--- config.mk ---
export PLATFORM = sky130hd
export DESIGN_NAME = hilo_unit
export DESIGN_NICKNAME = d
export VERILOG_FILES = /design/src/rtl/hilo_unit.sv
export SDC_FILE = /design/constraint.sdc
export NUM_CORES = 1
export LEC_CHECK = 0
export ABC_AREA = 1
export BUFFER_PORTS_ARGS = -buffer_cell sky130_fd_sc_hd__buf_2
export CAP_MARGIN = 40
export CORE_UTILIZATION = 45
export CTS_CLUSTER_DIAMETER = 30
export CTS_CLUSTER_SIZE = 16
export DETAILED_ROUTE_END_ITERATION = 8
export PLACE_DENSITY = 0.73
export SLEW_MARGIN = 40
export SYNTH_ARGS = -nofsm -noshare
export SYNTH_HDL_FRONTEND = slang
export SYNTH_SLANG_ARGS = --single-unit
--- constraint.sdc ---
create_clock -name clk -period 2.2 [get_ports clk]
set_input_delay 0.22 -clock clk [delete_from_list [all_inputs] [get_ports clk]]
set_output_delay 0.22 -clock clk [all_outputs]
set_load 0.02 [all_outputs]
--- src/rtl/hilo_unit.sv ---
`default_nettype none
// ============================================================================
// Module   : hilo_unit
// Purpose  : Sequences the shift-add multiplier and owns the HI/LO registers.
// Revision : 1.0
// ============================================================================
module hilo_unit #(
    parameter int WIDTH  = 32,
    parameter int ROUNDS = 32
) (
    input  logic                 clk,
    input  logic                 reset,
    input  logic                 op_valid,
    input  logic [5:0]           funct,
    input  logic [WIDTH-1:0]     data_in,
    input  logic [2*WIDTH-1:0]   mul_product,
    output logic                 mul_start,
    output logic [5:0]           mul_signal,
    output logic                 busy,
    output logic                 done,
    output logic [WIDTH-1:0]     result,
    output logic                 result_valid,
    output logic [WIDTH-1:0]     hi,
    output logic [WIDTH-1:0]     lo
);

    localparam logic [5:0] c_FN_MULTU = 6'b011001;
    localparam logic [5:0] c_FN_MFHI  = 6'b010000;
    localparam logic [5:0] c_FN_MFLO  = 6'b010010;
    localparam logic [5:0] c_FN_MTHI  = 6'b010001;
    localparam logic [5:0] c_FN_MTLO  = 6'b010011;
    localparam logic [5:0] c_SIG_RUN  = 6'b011001;

    localparam int          c_CW   = (ROUNDS > 1) ? $clog2(ROUNDS) : 1;
    localparam logic [c_CW-1:0] c_LAST = c_CW'(ROUNDS - 1);

    typedef enum logic [1:0] {
        S_IDLE  = 2'd0,
        S_RUN   = 2'd1,
        S_WRITE = 2'd2
    } state_t;

    state_t              r_state;
    logic [c_CW-1:0]     r_cnt;
    logic                r_mul_start;
    logic [5:0]          r_mul_signal;
    logic                r_busy;
    logic                r_done;
    logic [WIDTH-1:0]    r_result;
    logic                r_result_valid;
    logic [WIDTH-1:0]    r_hi;
    logic [WIDTH-1:0]    r_lo;

    // busy is kept as its own flop so it is a clean registered output
    // that tracks state != IDLE exactly.
    always_ff @(posedge clk) begin
        if (reset) begin
            r_state        <= S_IDLE;
            r_cnt          <= '0;
            r_mul_start    <= 1'b0;
            r_mul_signal   <= 6'b000000;
            r_busy         <= 1'b0;
            r_done         <= 1'b0;
            r_result       <= '0;
            r_result_valid <= 1'b0;
            r_hi           <= '0;
            r_lo           <= '0;
        end else begin
            r_done         <= 1'b0;
            r_result_valid <= 1'b0;
            case (r_state)
                S_IDLE: begin
                    if (op_valid) begin
                        case (funct)
                            c_FN_MULTU: begin
                                r_state      <= S_RUN;
                                r_cnt        <= '0;
                                r_mul_start  <= 1'b1;
                                r_mul_signal <= c_SIG_RUN;
                                r_busy       <= 1'b1;
                            end
                            c_FN_MFHI: begin
                                r_result       <= r_hi;
                                r_result_valid <= 1'b1;
                            end
                            c_FN_MFLO: begin
                                r_result       <= r_lo;
                                r_result_valid <= 1'b1;
                            end
                            c_FN_MTHI: r_hi <= data_in;
                            c_FN_MTLO: r_lo <= data_in;
                            default: ;
                        endcase
                    end
                end
                S_RUN: begin
                    // The load strobe covers only the first round cycle.
                    r_mul_start <= 1'b0;
                    r_cnt       <= r_cnt + 1'b1;
                    if (r_cnt == c_LAST) begin
                        r_mul_signal <= 6'b000000;
                        r_state      <= S_WRITE;
                    end
                end
                S_WRITE: begin
                    r_hi    <= mul_product[2*WIDTH-1:WIDTH];
                    r_lo    <= mul_product[WIDTH-1:0];
                    r_done  <= 1'b1;
                    r_busy  <= 1'b0;
                    r_state <= S_IDLE;
                end
                default: begin
                    r_state      <= S_IDLE;
                    r_busy       <= 1'b0;
                    r_mul_start  <= 1'b0;
                    r_mul_signal <= 6'b000000;
                end
            endcase
        end
    end

    assign mul_start    = r_mul_start;
    assign mul_signal   = r_mul_signal;
    assign busy         = r_busy;
    assign done         = r_done;
    assign result       = r_result;
    assign result_valid = r_result_valid;
    assign hi           = r_hi;
    assign lo           = r_lo;

endmodule
`default_nettype wire

==> results of run 1 <==
[critical path: cells and delay by family (launching register included)]
kind | cells | cell delay, ns
simple gates | 3 | 0.29
compound gates | 1 | 0.18
flops | 1 | 0.36
buf+inv | 2 | 0.65
[registers in the layout (all words and copies together) (netlist names)]
name and flops:
r_cnt 5, mul_start 1, done 1, mul_signal 1
result_valid 1, busy 1, r_state 2, hi 32
result 32, lo 32
[synthesized netlist by cell type]
master    number
nand2_1      249
nand3_1      136
dfxtp_1      108
a21oi_1      107
inv_1         44
buf_2         35
o22ai_1       32
clkbuf_1      20
buf_4         11
nor2_1        11
ha_1           2
or2_2          2
a21oi_2        1
conb_1         1
inv_2          1
nand4_2        1
nor3_1         1
o21ai_0        1
o21ai_2        1
[logic make-up after synthesis]
logic type      after synthesis  share of synthesized area
fa+ha+maj                     2                    0.00487
compound gates              142                      0.148
other cells                   1                   0.000730
flops                       108                      0.421
buf+inv                     111                     0.0977
simple gates                400                      0.328
[per-stage QoR]
stage                     setup slack, ns  std cells   util  area (µm²)
after floorplan                     0.925        766      -        5140
after CTS                           0.644       1089  0.597        6560
after global placement              0.643       1073  0.568        6240
after global routing                0.477       1089  0.597        6560
after detailed placement            0.592       1073  0.568        6240
final                               0.628       1089  0.597        6560
[placed cells by master, fill, tap and decap left out, drive strengths merged]
cell    instances
ha              2
nor3            1
a21oi         108
nand2         249
o22ai          32
nand3         136
inv            48
or2             2
clkinv          1
conb            3
buf           233
dfxtp         108
nand4           1
o21ai           2
clkbuf         11
nor2           11
bufinv          1
[worst max path at each step]
stage / to / slack (ns) / cells after the start
6_report: hi[8]$_SDFFE_PP0P_ / 0.63 / 6
3_5_place_dp: lo[5]$_SDFFE_PP0P_ / 0.59 / 10
2_1_floorplan: result[10]$_SDFFE_PP0P_ / 0.92 / 6
4_1_cts: hi[8]$_SDFFE_PP0P_ / 0.64 / 6
3_3_place_gp: lo[3]$_SDFFE_PP0P_ / 0.64 / 9
5_1_grt: lo[28]$_SDFFE_PP0P_ / 0.48 / 7
[metal layers]
metal	wire length (µm)	vias to the layer above	GRT usage	share of wire
li1	-	2870	-	-
met5	0	-	0	0
met3	1240	15	0.0347	0.076
met2	7570	252	0.469	0.46
met4	199	0	0.0753	0.012
met1	7350	2590	0.381	0.45
[cell type report]
class	count	area share
Clock buffer	11	0.0385
Clock inverter	5	0.00992
Inverter	45	0.0257
Multi-Input combinational cell	547	0.382
Sequential cell	108	0.330
Tap cell	140	0.0267
Timing Repair Buffer	233	0.188
[where the power goes]
part | internal (mW) | total (mW) | switching, mW
clock | 0.961 | 1.71 | 0.752
combinational | 0.122 | 0.329 | 0.207
sequential | 1.97 | 1.98 | 0.0100
==> qor.txt, run 1 <==
Hold_sp: data_in[14]
Overflow after GRT: 0
Final min period: 1.57 ns
Post-route DRC: 0
Rows: 38
I/O Buffers: 207
WL final: 16.4 mm
Worst path cell trace: inv_2 -> buf_4 -> nand3_1 -> nand2_1 -> nand3_1 -> a21oi_1
TritonCTS Sinks: 108
Global-route wire length before repair: 26.0 mm
PostCTS Resize Cnt: 0
CTS tree: yes
Mapped cell area: 5140 µm²
Max-cap viol count: 0
Setup crit start kind: register
CTS Hold Bufs: 0
Post-synthesis sequential area ratio: 0.421
Max VDD drop: 0.000420 V
Num CTS Buffers: 9
Post-route ant nets: 0
Hold Vio Cnt, Final: 0
Detailed Place HPWL: 11.3 mm
Slew headroom: 0.454
DIE WIDTH: 109 µm
Wire length per cell: 15.0 µm
# IOs: 211
Total Routing Usage GR: 0.281
Crit-path slowest cell: buf_4
CP Capture Type: register
Flop2flop setup slack: 0.63 ns
Leakage power: 3.21 nW
Clock transition at path regs: 0.08 ns
Crit. Startpoint: r_state[0]$_SDFFE_PP0P_
Unique masters post-synth: 19
Cells after Synth: 764
Largest net degree at the start of global routing: 77
CTS HTree Levels: 3
Status: finished, final reports clean
Worst hold path type: in2reg
Final #Nets: 1,051
Worst flop-to-flop path startpoint: r_state[0]$_SDFFE_PP0P_
R2r worst-path depth: 6
Top cells by area, synth: dfxtp_1, nand2_1, nand3_1
Flops & latches, synth: 108
Hold Path End: lo[14]$_SDFFE_PP0P_
Final GP Congestion: 0.827
Least-Margin Pin Slew: 0.819 ns
CP most frequent cell: nand3_1
DRT Pass-1 Iters: 5
Synth-to-layout area growth: 27.7%
Setup bufs post-CTS: 0
Iter 0 DRT Violations: 376
Initial antenna violation count: 0
RSZ-0062 raised after global routing: no
Fin crit share: 0.714
Worst EP required: 2.46 ns
Skew-Pair Late Insertion Delay: 0.34 ns
Final Power: 4.02 mW
Yosys warns: 0
FMAX: 636 MHz
# fillers: 1,064
WS Path Type: reg2reg
Worst Skew: 0.00831 ns
Register area: 2160 µm²
PwrDens: 613 nW/µm²
Diodes inserted: 0
CP max stage delay: 0.37 ns
Hold Crit Depth: 5
Core Box Area: 11,000 µm²
Deepest clock path buffer count: 2
CP arrival: 1.83 ns
Share of layout cells above drive strength 1: 0.272
Die area: 11,800 µm²
Yosys top cell area share: 0.421
CP max FO: 29
Worst hold margin: 0.262 ns
Setup_tns: 0 ns
Chip height: 109 µm
Vias: 5,727
Reg2reg end: hi[8]$_SDFFE_PP0P_
Clk Tree Root Cell: clkbuf_16
Max Slew Vio Count: 0
Final setup fails: 0
Avg Cell Area, Syn: 6.72 µm²
Number of vias per cell: 5.26
Area leader, netlist: dfxtp_1
Multi-input gate area: 2500 µm²
Via count of the first global-routing pass: 5,233
Starting Density: 0.468
Note: power is estimated with default switching activity, not from simulation.
==> inputs of run 2 (changes only) <==
- clock period: 2.2 -> 1.5 ns (I/O delays scaled with it)
==> run 2 against run 1 <==
Combinational power increased by 54%. Sequential share of layout area decreased by 0.77 points. Clock-buffer cell count decreased by 1. Non-clock buffer count increased by 7. Fmax increased by 12%. Setup slack got worse by 0.53 ns. Via count increased by 2.0%. Sequential power increased by 46%. Highest routed layer unchanged.
==> qor.txt, run 2 (synthesized netlist as in run 1, its figures left out) <==
CP arrival: 1.66 ns (-0.17 ns)
Sw Ratio: 0.234 (-0.00685)
Total Routing Usage GR: 0.281 (about the same)
Worst EP required: 1.76 ns (-0.70 ns)
Multi-input gate area: 2500 µm² (unchanged)
Final GP Congestion: 0.886 (+7.0%)
Global-route wire length before repair: 26.2 mm (+0.72%)
WS Path Type: reg2reg
# fillers: 1,078 (+1.3%)
Commonest cells after routing, fill and taps aside: nand2_1, buf_2, nand3_1
RSZ-0062 raised after global routing: no
Met2 routed WL: 7.79 mm (+3.0%)
Max-cap viol count: 0 (unchanged)
Core Box Area: 11,000 µm² (unchanged)
Internal power: 4.61 mW (+51%)
Leakage power: 3.28 nW (+2.1%)
Worst Skew: 0.00757 ns (-0.000742 ns)
Metal3 WL: 1.16 mm (-6.4%)
Diodes inserted: 0 (unchanged)
CP Buf/Inv Count: 2 (unchanged)
Fin crit share: 0.934 (+0.220)
Top Metal Used: met4
WL final: 16.5 mm (+0.62%)
Final #Nets: 1,058 (+0.67%)
Worst path cell trace: inv_2 -> a21oi_4 -> buf_12 -> nand3_1 -> a21oi_1
# IOs: 211 (unchanged)
Via count of the first global-routing pass: 5,326 (+1.8%)
Die area: 11,800 µm² (unchanged)
Power share of the sequential group: 0.482 (-0.010)
Clock Power Share: 0.434 (+0.008)
Final setup fails: 0 (unchanged)
Share of layout cells above drive strength 1: 0.278 (+0.00638)
CP max FO: 42 (+45%)
Detailed Place HPWL: 11.5 mm (+1.9%)
Delay-heaviest family, CP: compound AO/OA/AOI/OAI gates
Met1 Wirelength: 7.34 mm (about the same)
Max VDD drop: 0.000653 V (+55%)
Rows: 38 (unchanged)
Vias: 5,840 (+2.0%)
Hold Vio Cnt, Final: 0 (unchanged)
PostCTS Resize Cnt: 0 (unchanged)
Final core occ: 0.612 (+0.0147)
Number of vias per cell: 5.33 (+1.3%)
Post-route ant nets: 0 (unchanged)
Synth-to-layout area growth: 30.8%
CTS tree: yes
CP max stage delay: 0.40 ns (+0.03 ns)
FMAX: 714 MHz (+12%)
PwrDens: 895 nW/µm² (+46%)
Largest net degree at the start of global routing: 57 (-26%)
Worst hold path type: in2reg
I/O Buffers: 207 (unchanged)
Num CTS Buffers: 9 (unchanged)
Non-filler cells, final: 1,096 (+0.64%)
TritonCTS Sinks: 108 (unchanged)
Post-route cell area: 6720 µm² (+2.5%)
Skew-Pair Late Insertion Delay: 0.34 ns (about the same)
Starting Density: 0.468 (unchanged)
Final Power: 6.02 mW (+50%)
Initial antenna violation count: 0 (unchanged)
Setup_tns: 0 ns (unchanged)
Max Slew Vio Count: 0 (unchanged)
Iter 0 DRT Violations: 312 (-17%)
Status: finished, final reports clean
Wire length per cell: 15.0 µm (about the same)
Post-route DRC: 0 (unchanged)
DIE WIDTH: 109 µm (unchanged)
Setup crit start kind: register
Deepest clock path buffer count: 2 (unchanged)
Switching power total: 1.41 mW (+45%)
Clock transition at path regs: 0.08 ns (about the same)
Clk Tree Root Cell: clkbuf_16
Inst Count DP: 1,080 (+0.65%)
CTS HTree Levels: 3 (unchanged)
Most common cell after layout, fill and taps aside: nand2_1
DRT Pass-1 Iters: 5 (unchanged)
Final min period: 1.40 ns (-0.170 ns)
CP Capture Type: register
Register area: 2160 µm² (about the same)
Chip height: 109 µm (unchanged)
Overflow after GRT: 0 (unchanged)
CTS Hold Bufs: 0 (unchanged)
Setup bufs post-CTS: 0 (unchanged)
Comb power frac: 0.084 (+0.002)
DP Area: 6380 µm² (+2.2%)
Crit-path slowest cell: dfxtp_2
## run 2: changes by cell type in the layout (fill, tap and decap cells not counted)
cell	delta
clkbuf_8	-1
dfxtp_2	+1
bufinv_16	+1
buf_12	+7
dfxtp_1	-1
buf_6	+1
inv_6	-2
buf_4	-1
clkinv_4	+2
## run 2: through the flow
step	setup WS, ns	hold slack [ns]
floorplan	0.225	0.425
global placement	0.109	0.453
detailed placement	0.112	0.456
CTS	0.0803	0.191
global route	0.0000135	0.200
finish	0.0989	0.195
## run 2: path summary, 6_finish.rpt
path / start / endpoint / slack (ns) / depth (start not counted)
max: r_state[1]$_SDFFE_PP0P_ / lo[0]$_SDFFE_PP0P_ / 0.1 / 5
min: mul_product[61] / hi[29]$_SDFFE_PP0P_ / 0.19 / 5
max reg2reg: r_state[1]$_SDFFE_PP0P_ / lo[0]$_SDFFE_PP0P_ / 0.1 / 5
min reg2reg: r_cnt[3]$_SDFFE_PP0P_ / r_cnt[3]$_SDFFE_PP0P_ / 0.47 / 2
## run 2: tightest hold or removal path, delay by kind of cell
kind	cells	cell delay [ns]
buffers and inverters	1	0.10
and+or+nand+nor	3	0.19
AOI/OAI and AO/OA	1	0.06
## run 2: per-layer routing
metal | up-vias | global-route usage
li1 | 2890 | -
met1 | 2679 | 0.371
met2 | 258 | 0.482
met3 | 13 | 0.0371
met4 | 0 | 0.0695
met5 | - | 0
## run 2: power by group through the flow
stage	registers [mW]	clock network [mW]	logic, mW
2_1_floorplan	2.99	0	0.236
6_report	2.90	2.61	0.507
4_1_cts	2.90	2.65	0.504
3_3_place_gp	2.97	0	0.502
5_1_grt	2.90	2.80	0.558
3_5_place_dp	2.97	0	0.500
## run 2: area by class of cell
| class | count | share of cell area |
|---|---|---|
| Multi-Input combinational cell | 547 | 0.372 |
| Sequential cell | 108 | 0.322 |
| Timing Repair Buffer | 240 | 0.205 |
| Clock buffer | 10 | 0.0356 |
| Tap cell | 140 | 0.0261 |
| Inverter | 45 | 0.0251 |
| Clock inverter | 6 | 0.0141 |
==> inputs of run 3 (changes only) <==
- ABC_AREA: 1 -> default
- PLACE_DENSITY: 0.73 -> default
- PLACE_DENSITY_LB_ADDON: default -> 0.05
==> run 3 against run 2 <==
Core utilization down 0.53 points. Hold slack worse by 0.051 ns. Cell count down 21%. Via count down 9.6%. Synthesized area up 8.1%. Clock power down 12%. Critical endpoint unchanged. Largest power group unchanged.
==> qor.txt, run 3 <==
Status: finished, final reports clean
Fin crit share: 0.962 (+0.0276)
Skew-Pair Late Insertion Delay: 0.35 ns (about the same)
DIE WIDTH: 113 µm (+3.9%)
DRT Pass-1 Iters: 5 (unchanged)
Met1 usage: 0.347 (-0.0234)
Post-synth ARST share: 0 (unchanged)
WL final: 17.2 mm (+4.6%)
PwrDens: 798 nW/µm² (-11%)
Worst EP required: 1.76 ns (about the same)
Mapped cell area: 5550 µm² (+8.1%)
Top cells by area, synth: dfxtp_1, mux2i_1, a211oi_1
Largest net degree at the start of global routing: 68 (+19%)
Via count of the first global-routing pass: 5,145 (-3.4%)
Max VDD drop: 0.000506 V (-22%)
CTS Hold Bufs: 0 (unchanged)
Final GP Congestion: 0.818 (-7.6%)
Inst Count DP: 850 (-21%)
Iter 0 DRT Violations: 346 (+11%)
Worst hold path type: in2reg
Number of vias per cell: 6.08 (+14%)
Worst path cell trace: nor4b_4 -> buf_4 -> a211oi_1 -> a211oi_1
Vias: 5,280 (-9.6%)
Non-filler cells, final: 868 (-21%)
CP arrival: 1.70 ns (+0.04 ns)
FMAX: 693 MHz (-2.9%)
Unique masters post-synth: 40 (+21)
Crit-path slowest cell: nor4b_4
CP Capture Type: register
Post-route ant nets: 0 (unchanged)
Avg Cell Area, Syn: 10.7 µm² (+59%)
WS Path Type: reg2reg
Flop2flop setup slack: 0.06 ns (-0.04 ns)
Top_reg_cell synth: dfxtp_1
Hold Vio Cnt, Final: 0 (unchanged)
Num CTS Buffers: 9 (unchanged)
TritonCTS Sinks: 108 (unchanged)
Chip height: 113 µm (+3.9%)
GRT Max-Usage Layer: met2
CTS tree: yes
Setup_tns: 0 ns (unchanged)
Final Power: 5.82 mW (-3.3%)
RSZ-0062 raised after global routing: yes
Synth-to-layout area growth: 31.2%
Post-route DRC: 0 (unchanged)
Worst Skew: 0.00906 ns (+0.00149 ns)
Global-route wire length before repair: 27.0 mm (+3.2%)
Final setup fails: 0 (unchanged)
Share of layout cells above drive strength 1: 0.443 (+0.165)
Post-synth top cells: dfxtp_1, a211oi_1, mux2i_1, a311oi_1, a31oi_1
Die area: 12,800 µm² (+7.9%)
Post-synthesis sequential area ratio: 0.389 (-0.0315)
Area leader, netlist: dfxtp_1
Core Box Area: 12,000 µm² (+9.4%)
Yosys warns: 0 (unchanged)
# IOs: 211 (unchanged)
Max Slew Vio Count: 0 (unchanged)
Clock transition at path regs: 0.07 ns (about the same)
Total Routing Usage GR: 0.267 (-0.0139)
Most common cell after layout, fill and taps aside: buf_2
Commonest cells after routing, fill and taps aside: buf_2, dfxtp_1, mux2i_1
I/O Buffers: 207 (unchanged)
Flops & latches, synth: 108 (unchanged)
Final #Nets: 822 (-22%)
Initial antenna violation count: 1 (+1)
Rows: 40 (+5.3%)
Met2 Use GR: 0.443 (-0.0398)
CP max stage delay: 0.43 ns (+0.03 ns)
Yosys top cell area share: 0.389 (-0.0315)
Final min period: 1.44 ns (+0.0413 ns)
CTS HTree Levels: 3 (unchanged)
Setup crit start kind: register
Clk Tree Root Cell: clkbuf_16
Wire length per cell: 19.8 µm (+32%)
Cells after Synth: 520 (-32%)
Starting Density: 0.462 (-0.00547)
Detailed Place HPWL: 12.1 mm (+4.7%)
Post-route cell area: 7290 µm² (+8.4%)
Deepest clock path buffer count: 2 (unchanged)
Top-count cell post-synth: dfxtp_1
GR Layer Usage met3: 0.0503 (+0.0133)
Worst hold margin: 0.144 ns (-0.0509 ns)
Overflow after GRT: 0 (unchanged)
CP max FO: 9 (-79%)
DP Area: 6950 µm² (+8.9%)
Number of synthesized flops with an enable pin: 0 (unchanged)
Max-cap viol count: 0 (unchanged)
CP most frequent cell: a211oi_1
Leakage power: 2.94 nW (-10%)
## run 3: changes by cell type after synthesis, moves of 42 or more
cell,before,now
inv_1,44,2
a211oi_1,0,100
mux2i_1,0,98
a21oi_1,107,0
nand3_1,136,1
nand2_1,249,0
## run 3: path summary, 6_finish.rpt
check / start / endpoint / cells past startpoint
setup reg to reg: r_state[0]$_SDFFE_PP0P_ / lo[0]$_SDFFE_PP0P_ / 4
hold / removal: reset / result_valid$_SDFF_PP0_ / 3
hold reg to reg: busy$_SDFFE_PP0P_ / busy$_SDFFE_PP0P_ / 2
setup / recovery: r_state[0]$_SDFFE_PP0P_ / lo[0]$_SDFFE_PP0P_ / 4
## run 3: final cells by class
class / count / area (µm²)
sequential: 108 / 2170
clock buffer: 9 / 225
tap: 147 / 184
antenna: 1 / 2.50
inverter: 3 / 11.3
multi-input combinational: 337 / 3000
timing repair buffer: 256 / 1640
fill: 1023 / 4720
clock inverter: 7 / 58.8
## run 3: stage by stage
step           setup slack (ns)   util
3_3_place_gp            -0.0652  0.578
2_1_floorplan            0.0230      -
6_report                 0.0576  0.607
5_1_grt                 -0.0221  0.607
4_1_cts                  0.0206  0.603
3_5_place_dp            -0.0880  0.578
## run 3: cell families after synthesis
family	share of synthesized area
AOI/OAI and AO/OA	0.308
DFF	0.389
muxes	0.179
buffers and inverters	0.0800
and+or+nand+nor	0.0383
adders and majority gates	0.00451
other	0.000675
## run 3: repair_timing
action	CTS	global route
gates resized for setup	1	12
pin swaps	1	0
setup endpoints to repair	58	32
cloned	0	0
buffers inserted	1	0
## run 3: routing by layer
layer  up-vias  wire [µm]
met4         0        320
met3        27       1040
met2       204       8150
met5         -          0
met1      2584       7710
li1       2465          -
## run 3: worst max-delay path, delay by kind of cell, from the launching register on
| family | cells | cell delay [ns] |
|---|---|---|
| flip-flops | 1 | 0.38 |
| buffers and inverters | 1 | 0.25 |
| AND/OR/NAND/NOR | 1 | 0.43 |
| AO/OA/AOI/OAI | 2 | 0.30 |
## run 3: where the power goes
group / switching, mW / internal (mW)
Clock: 1.13 / 1.15
Combinational: 0.364 / 0.264
Sequential: 0.0180 / 2.89
